<file path="src/rtl/dmem_arbiter.sv">
// dmem_arbiter: round-robin arbiter sharing one data memory port between two requesters
module dmem_arbiter #(
  parameter int MAX_HOLD = 4,
  parameter bit PRIO0    = 1'b1
) (
  input  logic        clk,
  input  logic        resetn,
  input  logic        m0_req,
  input  logic [31:0] m0_addr,
  input  logic [3:0]  m0_wmask,
  input  logic [31:0] m0_wdata,
  output logic        m0_gnt,
  output logic        m0_rvalid,
  output logic [31:0] m0_rdata,
  input  logic        m1_req,
  input  logic [31:0] m1_addr,
  input  logic [3:0]  m1_wmask,
  input  logic [31:0] m1_wdata,
  output logic        m1_gnt,
  output logic        m1_rvalid,
  output logic [31:0] m1_rdata,
  output logic [31:0] mem_addr,
  output logic [3:0]  mem_wmask,
  output logic [31:0] mem_wdata,
  input  logic [31:0] mem_data
);
  localparam logic [3:0] MAX_HOLD_C = 4'(MAX_HOLD);
  logic       last_q, last_d;
  logic [3:0] hold_q, hold_d;
  logic       rsel_q, rsel_d;
  logic       rpend_q, rpend_d;
  logic       both, active, win;
  // Pick the winner (1 = m1) and steer its payload onto the memory port; reset blocks any grant
  always_comb begin
    both      = m0_req && m1_req;
    active    = resetn && (m0_req || m1_req);
    win       = both ? ((hold_q < MAX_HOLD_C) ? last_q : ~last_q) : m1_req;
    m0_gnt    = active && !win;
    m1_gnt    = active && win;
    mem_addr  = win ? m1_addr : m0_addr;
    mem_wdata = win ? m1_wdata : m0_wdata;
    mem_wmask = active ? (win ? m1_wmask : m0_wmask) : 4'h0;
  end
  // Streak counter restarts on a new owner, saturates at the hold limit and clears on idle cycles
  always_comb begin
    last_d  = active ? win : last_q;
    hold_d  = !active ? 4'h0 : (win != last_q) ? 4'h1 : (hold_q < MAX_HOLD_C) ? hold_q + 4'h1 : MAX_HOLD_C;
    rpend_d = active && (mem_wmask == 4'h0);
    rsel_d  = rpend_d ? win : rsel_q;
  end
  // State registers; last starts at ~PRIO0 so the first tie goes to PRIO0's requester
  always_ff @(posedge clk) begin
    if (!resetn) begin
      last_q  <= ~PRIO0;
      hold_q  <= 4'h0;
      rsel_q  <= 1'b0;
      rpend_q <= 1'b0;
    end else begin
      last_q  <= last_d;
      hold_q  <= hold_d;
      rsel_q  <= rsel_d;
      rpend_q <= rpend_d;
    end
  end
  assign m0_rvalid = resetn && rpend_q && !rsel_q;
  assign m1_rvalid = resetn && rpend_q && rsel_q;
  assign m0_rdata  = mem_data;
  assign m1_rdata  = mem_data;
endmodule

</file>
<file path="config.mk">
export PLATFORM = sky130hd
export DESIGN_NAME = dmem_arbiter
export DESIGN_NICKNAME = d
export VERILOG_FILES = /design/src/rtl/dmem_arbiter.sv
export SDC_FILE = /design/constraint.sdc
export NUM_CORES = 1
export LEC_CHECK = 0
export BUFFER_PORTS_ARGS = -buffer_cell sky130_fd_sc_hd__buf_2
export CORE_AREA = 2 2 119 121
export DETAILED_ROUTE_END_ITERATION = 12
export DIE_AREA = 0 0 121 123
export PLACE_DENSITY = 0.58
export SKIP_CTS_REPAIR_TIMING = 1
export SLEW_MARGIN = 25
export SYNTH_ARGS = -nofsm -noshare
export SYNTH_HDL_FRONTEND = slang
export SYNTH_SLANG_ARGS = --single-unit
</file>
<file path="constraint.sdc">
create_clock -name clk -period 1.7 [get_ports clk]
set_input_delay 0.255 -clock clk [delete_from_list [all_inputs] [get_ports clk]]
set_output_delay 0.255 -clock clk [all_outputs]
set_load 0.01 [all_outputs]
</file>
# Word-level counts from Yosys, hierarchy flattened
# Index checks and enable logic that the tools add are counted.
# classes
addsub,1
n_lt_le_gt_ge,1
eq_ne,1
muxes,8
n_bitwise,4
reduce_logical,15
# op_table
op,count
32-bit 2-to-1 mux,2
1-bit logical AND,8
4-bit 2-to-1 mux,2
"4-bit by 1-bit adder with 4-bit output, second input constant",1
4-bit logical NOT,1
"4-bit by 3-bit < comparator with 1-bit output, second input constant",1
1-bit NOT,4
4-bit OR reduction,1
1-bit 2-to-1 mux,3
3-bit 2-to-1 mux,1
3-bit OR reduction,1
1-bit logical NOT,2
2-bit AND reduction,1
1-bit logical OR,1
1-bit inequality test,1
# word_totals
reg_bits,7
input_bits,172
wordCells,36

# Longest topological paths before layout
# Gate-level depths: netlist of the first run.
# logic_depth
depth_word,7
ltp_mapped,6
ltp_nobuf,4

# Worst setup path before layout of the first run
# Ideal clock, no wire load.
# synth_timing
path_type,flip-flop to output port
from,reg last_q
to,out mem_wdata[23]
t_arrival_ps,1511
path_slack_ps,-66
stages_incl_launch_ff,7
path_buffers,3
cell_sequence,dfxtp_1 buf_2 nand2b_4 o311ai_4 buf_6 buf_8 mux2_4
# synth_between
elab_chain_cells,4
# synth_lines
element,line_no,text
"start, declared",28,"logic last_q, last_d;"
"start signal, assigned",54,last_q <= ~PRIO0;
"start signal, assigned",59,last_q <= last_d;
1-bit NOT,37,win = both ? ((hold_q < MAX_HOLD_C) ? last_q : ~last_q) : m1_req;
1-bit 2-to-1 mux (*) (2 in series),37,
32-bit 2-to-1 mux (*),41,mem_wdata = win ? m1_wdata : m0_wdata;
"end, declared",24,"output logic [31:0] mem_wdata,"
# Every way passes the cells marked *; elsewhere a longest branch is shown, timed or not.

# Final worst setup path of the first run
# layout_timing
from,reg last_q
to,out mem_addr[15]
# layout_between
elab_chain_cells,4
# layout_lines
element,line_no,text
1-bit NOT,37,
1-bit 2-to-1 mux (*) (2 in series),37,
32-bit 2-to-1 mux (*),40,mem_addr = win ? m1_addr : m0_addr;
"end, declared",22,"output logic [31:0] mem_addr,"
# Marks and branches as above.

==> results.tsv, run 1 <==
stage	metric	value	unit
timing	hold_viol	0	
clock_tree	clock_sinks	7	
drt	ant_nets	0	
clock_tree	cts_buffers	3	
worst_setup_path	cp_slowest_cell	mux2_2	
flow_run	maxCapViolations	0	
drt	drtIter0Drc	48	
floorplanning	start_util	0.147	
floorplanning	fp.dieH	123	µm
worst_setup_path	crit_chain	nand2b_4 > o311ai_4 > buf_12 > clkbuf_16 > mux2_2 > buf_2	
synth	synth_top_area_frac	0.285	
power_and_ir_drop	power_frac_seq	0.117	
power_and_ir_drop	power.switching	0.468	mW
timing	setup_viol	70	
drt	postRouteWirelength	7640	µm
outcome	status	complete, but fails checks	
floorplanning	coreArea	13600	µm²
synth	synth.avg_cell_area	10.2	µm²
worst_setup_path	critPathTopFamily	buffers and inverters	
final_layout	nets	525	
worst_hold_path	hold_path.class	input port to flop	
final_layout	layout.area.seq	145	µm²
clock_tree	path_clk_slew	40	ps
clock_tree	cts_tree	yes	
drt	wire_per_inst	14.4	µm
worst_setup_path	worst-path-buf-inv	3	
grt	grt_first_pass_wirelength	9360	µm
power_and_ir_drop	swShare	0.305	
power_and_ir_drop	p_clk_frac	0.262	
placed_design	place_area	2780	µm²
timing	rsz0062_at_grt	true	
power_and_ir_drop	leakage	1.68	nW
power_and_ir_drop	power.density	481	nW/µm²
clock_tree	root_buffer	clkbuf_16	
synth	syn_inst	196	
synth	synth.distinct_cells	34	
worst_setup_path	cp.required	1440	ps
drt	drc	0	
outcome	violations	setup timing	
grt	antenna_found_initial	2	
timing	slew_viol_final	0	
power_and_ir_drop	irDropWorstVdd	669	µV
final_layout	stdcell_count	532	
final_layout	area_delta_synth_final	59.3	%
placed_design	dp_hpwl	6260	µm
worst_setup_path	crit_arrival	1850	ps
floorplanning	die_area	14900	µm²
placed_design	io_buffers	211	
timing	final.setup.tns	-23180	ps
worst_setup_path	crit_type	flop to primary output	
final_layout	drive_gt1_frac	0.872	
worst_setup_path	startpoint_type	flop	
synth	ys_warn_count	0	
placed_design	gp_congestion	0.707	
timing	fmax	475	MHz
synth	synth_area_leaders	mux2_4 (28%), buf_4 (24%), mux2_2 (15%)	
drt	viasPerCell	3.80	
grt	gr-usage-all-layers	0.0808	
power_and_ir_drop	p_comb_frac	0.621	
placed_design	place_inst	521	
clock_tree	clkLatencyLatePin	230	ps
drt	dr.pass1.iters	4	
worst_setup_path	path_max_fanout	19	
floorplanning	num_rows	43	
worst_setup_path	slowest_delay	340	ps
synth	synth_seq_cells	7	
clock_tree	htree_levels	1	
floorplanning	die_w	121	µm
worst_setup_path	critPathCaptureType	primary output	
final_layout	fillerInstances	1485	
final_layout	finish.instance_area	3190	µm²
grt	grt-ovfl-total	0	
synth	yosysTopAreaCell	mux2_4	
power_and_ir_drop	internal_power	1.07	mW
timing	finalCritPeriodShare	1.24	
drt	vias	2024	
clock_tree	clk_path_buf_depth	2	
synth	syn-cell-area	2000	µm²
floorplanning	pin_count	308	
timing	clock_skew	3.15	ps
timing	period_minus_slack	2110	ps
grt	grt_start_max_net_pins	40	
grt	grt_pass1_vias	1755	
timing	fin_ws	-406	ps
final_layout	multiInputGateArea	1240	µm²
synth	yosysSeqAreaShare	0.0700	
synth	syn-num-nets	369	
==> worst min-delay path: cells and delay by family <==
family	cells	cell delay, ps
buffers and inverters	1	90
multiplexers	1	60
AND/OR/NAND/NOR	2	110
==> kinds of logic (layout without fill, tap and decap cells) <==
group	Yosys count	after routing	share of synthesized area
AOI/OAI and AO/OA	25	25	0.123
adders and majority gates	1	1	0.00625
buffers and inverters	80	235	0.312
DFF	7	7	0.0700
muxes	65	65	0.436
other	1	2	0.00187
and+or+nand+nor	17	17	0.0506
==> path summary, 6_finish.rpt <==
kind / start / to / slack [ps] / cells past startpoint
worst max register to register: hold_q[3] / hold_q[0] / 350 / 5
worst min register to register: rsel_q / rsel_q / 560 / 2
worst max-delay path: last_q / mem_addr[15] / -410 / 6
worst min-delay path: m1_wmask[3] / rpend_q / 330 / 4
==> state kept, by name (all words and copies together) (netlist names) <==
name     flops
hold_q       4
rpend_q      1
last_q       1
rsel_q       1
==> Yosys cell counts <==
library cell   n
nand2_1        4
a311oi_4       1
buf_12         3
o211ai_4       1
dfxtp_1        7
and3_1         1
mux2_4        38
a21oi_1        4
or3_4          1
o211ai_1       2
nor4_1         2
clkbuf_1       1
buf_4         65
mux2i_1        1
nand3_1        2
nand2b_4       1
a311oi_1       2
buf_2          5
buf_6          2
nor2_1         3
a32o_1         4
o221a_2        1
o21ai_0        4
buf_8          1
o311ai_4       1
o311a_1        1
a211o_1        1
nor3b_1        2
nor2b_1        1
o21ba_2        3
ha_1           1
inv_1          3
conb_1         1
mux2_2        26
==> per-layer routing <==
metal / track usage / part of all wire / vias up
li1: - / - / 945
met1: 0.100 / 0.40 / 928
met2: 0.131 / 0.48 / 127
met3: 0.0369 / 0.11 / 22
met4: 0.0124 / 0.014 / 2
met5: 0 / 0.0010 / -
==> power by group through the flow <==
stage | clock [mW] | combinational (mW) | sequential, mW
global placement | 0 | 0.803 | 0.183
floorplan | 0 | 0.633 | 0.180
global route | 0.418 | 1.02 | 0.181
CTS | 0.412 | 0.809 | 0.180
detailed placement | 0 | 0.806 | 0.183
finish | 0.402 | 0.954 | 0.180
==> metrics by stage <==
stage	utilization	total power, mW	hold slack, ps	worst slack, ps
finish	0.234	1.54	328	-406
detailed placement	0.204	0.988	510	-167
CTS	0.210	1.40	329	-412
floorplan	-	0.813	443	-34.8
global route	0.234	1.62	366	-455
global placement	0.204	0.986	510	-148
==> layout by cell type, fill, tap and decap left out, types with 2 or more instances in the layout <==
cell type / count
o211ai_1: 2
buf_12: 3
nor4_1: 2
buf_2: 173
o21ba_2: 3
mux2_2: 24
nand3_1: 2
buf_4: 11
nor2_1: 3
inv_1: 3
a21oi_1: 4
buf_6: 40
a311oi_1: 2
nand2_1: 4
dfxtp_1: 5
nor3b_1: 2
mux2_4: 40
a32o_1: 4
clkbuf_16: 4
o21ai_0: 4
==> area by class of cell <==
cell class              count  share of cell area
repair buffers            228               0.465
multi-input cells         109               0.390
well taps                 180              0.0706
flip-flops and latches      7              0.0455
clock buffers               4              0.0247
inverters                   3             0.00353
diodes                      1            0.000784
(Power assumes the default switching activity.)
==> run 2: changes to the inputs <==
--- a/config.mk
+++ b/config.mk
@@ -5,11 +5,13 @@
 export SDC_FILE = /design/constraint.sdc
 export NUM_CORES = 1
 export LEC_CHECK = 0
+export ABC_AREA = 1
 export BUFFER_PORTS_ARGS = -buffer_cell sky130_fd_sc_hd__buf_2
-export CORE_AREA = 2 2 119 121
+export CAP_MARGIN = 0
+export CORE_AREA = 2 2 118 120
 export DETAILED_ROUTE_END_ITERATION = 12
-export DIE_AREA = 0 0 121 123
-export PLACE_DENSITY = 0.58
+export DIE_AREA = 0 0 120 122
+export PLACE_DENSITY = 0.57
 export SKIP_CTS_REPAIR_TIMING = 1
 export SLEW_MARGIN = 25
 export SYNTH_ARGS = -nofsm -noshare
==> run 2 against run 1 <==
Compared with the run above:
- the flow still finishes with violations (setup timing)
- first-iteration DRC count up 71%
- core utilization down 1.1 points
- wire length up 5.7%
- worst setup slack better by 320 ps
- non-clock buffer count down 5
- maximum frequency up 18%
- critical path type unchanged
==> results.tsv, run 2 <==
stage	metric	value	unit
synth	synth_most_common_cell	nand2_1	
synth	synthFlopType	dfxtp_1	
final_layout	top_register	hold_q	
floorplanning	pin_count	308	
synth	synth_area_leaders	nand2_1 (44%), buf_4 (32%), dfxtp_1 (8.2%)	
synth	syn_inst	330	
final_layout	final_common_cell	buf_2	
floorplanning	num_rows	43	
drt	highest_layer	met4	
synth	synth.distinct_cells	21	
clock_tree	clk_path_buf_depth	2	
worst_setup_path	slowest_delay	320	ps
placed_design	io_buffers	211	
drt	drc	0	
synth	synth.avg_cell_area	5.18	µm²
floorplanning	die_area	14600	µm²
placed_design	gp_congestion	0.710	
synth	yosysTopAreaCell	nand2_1	
grt	grt-ovfl-total	0	
drt	met2_length	3650	µm
final_layout	num_antenna_cells	0	
floorplanning	die_w	120	µm
timing	hold_viol	0	
synth	synth_edf_count	0	
outcome	violations	setup timing	
clock_tree	cts_buffers	3	
synth	syn-num-nets	503	
final_layout	largest_register_ffs	4	
clock_tree	cts_tree	yes	
grt	gr-usage-all-layers	0.0889	
grt	antenna_found_initial	0	
synth	synthArstFlopShare	0	
synth	syn-cell-area	1710	µm²
drt	wire_per_inst	12.3	µm
power_and_ir_drop	irDropWorstVdd	273	µV
drt	wl_met1	3110	µm
grt	grt_start_max_net_pins	34	
final_layout	nets	653	
timing	fmax	560	MHz
timing	finalCritPeriodShare	1.05	
power_and_ir_drop	leakage	1.85	nW
clock_tree	path_clk_slew	40	ps
floorplanning	fp.dieH	122	µm
floorplanning	start_util	0.127	
clock_tree	clkLatencyLatePin	230	ps
timing	period_minus_slack	1780	ps
worst_setup_path	critPathCaptureType	primary output	
final_layout	final_cell_mix	buf_2 (197), nand2_1 (164), nand2_2 (29), buf_6 (15), nand2_4 (12)	
worst_setup_path	startpoint_type	flop	
flow_run	maxCapViolations	0	
worst_setup_path	crit_type	flop to primary output	
drt	postRouteWirelength	8080	µm
placed_design	place_area	2480	µm²
synth	synth_common_cells	nand2_1 (201), buf_4 (74), nor2_1 (11)	
worst_setup_path	cp.required	1440	ps
drt	drtIter0Drc	82	
power_and_ir_drop	power.density	512	nW/µm²
worst_setup_path	crit_chain	inv_2 > nand2_2 > nand2_2 > nand3_4 > nand2_8 > clkinv_8 > clkbuf_16 > nand2_1 > nand2_1 > buf_2	
clock_tree	clock_sinks	7	
worst_setup_path	cp_slowest_cell	dfxtp_2	
synth	synth_top_area_frac	0.441	
drt	ant_nets	0	
synth	yosysSeqAreaShare	0.0819	
final_layout	area_delta_synth_final	76.6	%
drt	wl_met3	900	µm
timing	rsz0062_at_grt	true	
worst_hold_path	hold_path.class	input port to flop	
timing	hold_ws	305	ps
timing	clock_skew	1.76	ps
grt	grt_pass1_vias	2003	
placed_design	dp_hpwl	6180	µm
synth	synth_seq_cells	7	
clock_tree	root_buffer	clkbuf_16	
synth	ys_warn_count	0	
timing	fin_ws	-84.9	ps
worst_setup_path	path_max_fanout	8	
outcome	status	complete, but fails checks	
final_layout	finish.instance_area	3020	µm²
clock_tree	htree_levels	1	
drt	dr.pass1.iters	4	
final_layout	drive_gt1_frac	0.597	
timing	setup_viol	65	
worst_setup_path	crit_arrival	1530	ps
drt	viasPerCell	3.66	
grt	grt_first_pass_wirelength	10200	µm
drt	vias	2414	
floorplanning	coreArea	13500	µm²
timing	slew_viol_final	0	
## run 2: cell types whose count changed in the layout (fill, tap and decap cells not counted), sizes merged, moves of 4 or more
cell | previous run | this run
a32o | 4 | 0
nor2 | 3 | 13
mux2 | 64 | 0
inv | 3 | 7
nand3 | 2 | 7
nand2 | 4 | 206
buf | 227 | 220
## run 2: final cells by class
class                   instances  area, µm²
fillers                      1561      10500
repair buffers                223       1360
multi-input cells             237       1170
well taps                     180        225
flip-flops and latches          7        144
clock buffers                   4       78.8
inverters                       8       42.5
## run 2: where the power goes
| group | switching, mW | internal [mW] | total [mW] |
|---|---|---|---|
| clock | 0.0925 | 0.312 | 0.405 |
| sequential | 0.00861 | 0.178 | 0.187 |
| combinational | 0.499 | 0.455 | 0.953 |
## run 2: routing by layer
metal / up-vias / GRT usage
met1: 1005 / 0.101
met3: 40 / 0.0262
met2: 145 / 0.143
li1: 1224 / -
met5: - / 0
met4: 0 / 0.0603
## run 2: per-stage QoR
step	setup WS (ps)	instances	util	power, mW	setup TNS (ps)
2_1_floorplan	293	330	-	0.721	0
3_3_place_gp	66.0	649	0.183	0.952	0
3_5_place_dp	43.5	649	0.183	0.951	0
4_1_cts	-214	653	0.189	1.36	-8870
5_1_grt	-152	659	0.224	1.66	-7450
6_report	-84.9	659	0.224	1.54	-2290
## run 2: cells by family after synthesis
family	Yosys count	synth area share
and+or+nand+nor	230	0.539
buffers and inverters	86	0.353
DFF	7	0.0819
AOI/OAI and AO/OA	4	0.0117
xor gates and xnor gates	1	0.00512
adders and majority gates	1	0.00731
other	1	0.00219
## run 2: final timing paths
check | start | end | slack [ps] | cells after the start
hold reg to reg | last_q | last_q | 500 | 2
setup / recovery | hold_q[2] | mem_wdata[1] | -80 | 10
hold / removal | resetn | rsel_q | 300 | 3
setup reg to reg | hold_q[3] | hold_q[0] | 170 | 10
## run 2: critical path: cells and delay by family, from the launching register on
family        cells  cell delay (ps)
buf+inv           4              460
flops             1              320
simple gates      6              520
==> run 3: changes to the inputs <==
--- a/config.mk
+++ b/config.mk
@@ -11,6 +11,7 @@
 export CORE_AREA = 2 2 118 120
 export DETAILED_ROUTE_END_ITERATION = 12
 export DIE_AREA = 0 0 120 122
+export HOLD_SLACK_MARGIN = 0.15
 export PLACE_DENSITY = 0.57
 export SKIP_CTS_REPAIR_TIMING = 1
 export SLEW_MARGIN = 25
==> constraint.sdc (replaced) <==
create_clock -name clk -period 1.7 [get_ports clk]
set_input_delay 0.17 -clock clk [delete_from_list [all_inputs] [get_ports clk]]
set_output_delay 0.17 -clock clk [all_outputs]
set_load 0.01 [all_outputs]
==> run 3 against run 2 <==
Compared with the run above:
- the flow still finishes with violations (setup timing)
- global-route usage increased by 0.20 points
- worst hold slack got worse by 85 ps
- core utilization increased by 0.39 points
- die area unchanged
- critical path type unchanged
- critical endpoint is now mem_wdata[24]
- largest power group unchanged
==> results.tsv, run 3 (same netlist as run 2, synthesis figures left out) <==
stage	metric	value	unit
outcome	status	complete, but fails checks	
outcome	violations	setup timing	
final_layout	final_common_cell	buf_2	
clock_tree	clk_path_buf_depth	2	
worst_setup_path	crit_arrival	1600	ps
power_and_ir_drop	internal_power	0.970	mW
flow_run	maxCapViolations	0	
clock_tree	clkLatencyLatePin	230	ps
worst_setup_path	critPathCaptureType	primary output	
grt	grt_pass1_vias	2070	
timing	clock_skew	3.34	ps
drt	viasPerCell	3.71	
clock_tree	cts_tree	yes	
drt	drc	0	
power_and_ir_drop	leakage	1.89	nW
timing	finalCritPeriodShare	1.04	
power_and_ir_drop	power.density	513	nW/µm²
timing	fin_ws	-66.4	ps
placed_design	io_buffers	211	
power_and_ir_drop	p_clk_frac	0.252	
grt	grt-ovfl-total	0	
worst_setup_path	startpoint_type	flop	
clock_tree	cts_buffers	3	
timing	fmax	566	MHz
drt	drtIter0Drc	101	
clock_tree	path_clk_slew	40	ps
grt	gr-usage-all-layers	0.0909	
power_and_ir_drop	power.switching	0.607	mW
placed_design	gp_congestion	0.714	
floorplanning	die_w	120	µm
timing	rsz0062_at_grt	true	
timing	setup_viol	61	
final_layout	largest_register_ffs	4	
worst_hold_path	hold_path.class	input port to flop	
final_layout	nets	662	
drt	dr.pass1.iters	4	
worst_setup_path	path_max_fanout	8	
placed_design	dp_hpwl	6270	µm
grt	grt_first_pass_wirelength	10400	µm
floorplanning	coreArea	13500	µm²
worst_setup_path	crit_type	flop to primary output	
final_layout	area_delta_synth_final	79.7	%
final_layout	final_cell_mix	buf_2 (203), nand2_1 (174), nand2_2 (27)	
power_and_ir_drop	p_total	1.58	mW
final_layout	top_register	hold_q	
drt	vias	2481	
clock_tree	root_buffer	clkbuf_16	
timing	period_minus_slack	1770	ps
floorplanning	pin_count	308	
grt	antenna_found_initial	0	
power_and_ir_drop	irDropWorstVdd	292	µV
final_layout	num_antenna_cells	0	
timing	hold_viol	0	
drt	wire_per_inst	13.7	µm
timing	slew_viol_final	0	
clock_tree	clock_sinks	7	
floorplanning	start_util	0.127	
power_and_ir_drop	power_frac_seq	0.118	
worst_setup_path	cp.required	1530	ps
clock_tree	htree_levels	1	
floorplanning	die_area	14600	µm²
floorplanning	fp.dieH	122	µm
power_and_ir_drop	swShare	0.385	
drt	ant_nets	0	
placed_design	place_ws	96.9	ps
floorplanning	num_rows	43	
drt	postRouteWirelength	9130	µm
power_and_ir_drop	p_comb_frac	0.630	
grt	grt_start_max_net_pins	51	
final_layout	drive_gt1_frac	0.582	
==> run 3: changes by cell type in the layout (fill, tap and decap cells not counted), sizes merged <==
cell	delta
buf	+5
clkbuf	+2
clkinv	+1
inv	+1
==> run 3: final cells by class <==
class                      instances  area [µm²]
clock buffer                       3        75.1
clock inverter                     1        5.00
fill                            1553       10400
inverter                           8        42.5
multi-input combinational        237        1090
sequential                         7         144
tap                              180         225
timing repair buffer             231        1480
timing repair inverter             1        8.76
==> run 3: worst max-delay path: stages, from the launching register on <==
cell and delay (ps):
dfxtp_2 320, inv_2 60, nand2_4 60, nand2_4 70, nand3_4 110, nand2_8 190, clkinv_8 110, clkbuf_16 200
nand2_2 70, nand2_2 50, buf_6 110
==> run 3: routing by layer <==
layer | up-vias | global-route usage | part of all wire
met5 | - | 0 | 0
met2 | 149 | 0.150 | 0.45
li1 | 1246 | - | -
met3 | 39 | 0.0286 | 0.098
met4 | 0 | 0.0515 | 0.045
met1 | 1047 | 0.104 | 0.40
==> run 3: per-stage QoR <==
stage,util,instance area (µm²),cells,TNS [ps],hold slack (ps)
CTS,0.190,2560,652,-6780,216
finish,0.228,3070,668,-1810,220
detailed placement,0.184,2480,648,0,340
floorplan,-,1710,330,0,291
global route,0.228,3070,668,-8280,244
global placement,0.184,2480,648,0,340
==> run 3: final timing paths <==
| path | cells past startpoint | start | slack, ps | to |
|---|---|---|---|---|
| setup / recovery | 10 | hold_q[3] | -70 | mem_wdata[24] |
| hold / removal | 3 | resetn | 220 | rsel_q |
| setup reg to reg | 10 | hold_q[3] | 120 | hold_q[0] |
| hold reg to reg | 2 | last_q | 500 | last_q |
==> run 3: power groups by stage <==
stage	clock network [mW]	registers (mW)	logic, mW
after CTS	0.405	0.184	0.771
after detailed placement	0	0.187	0.767
after floorplan	0	0.185	0.536
final	0.398	0.186	0.993
after global placement	0	0.187	0.774
after global routing	0.422	0.188	1.09
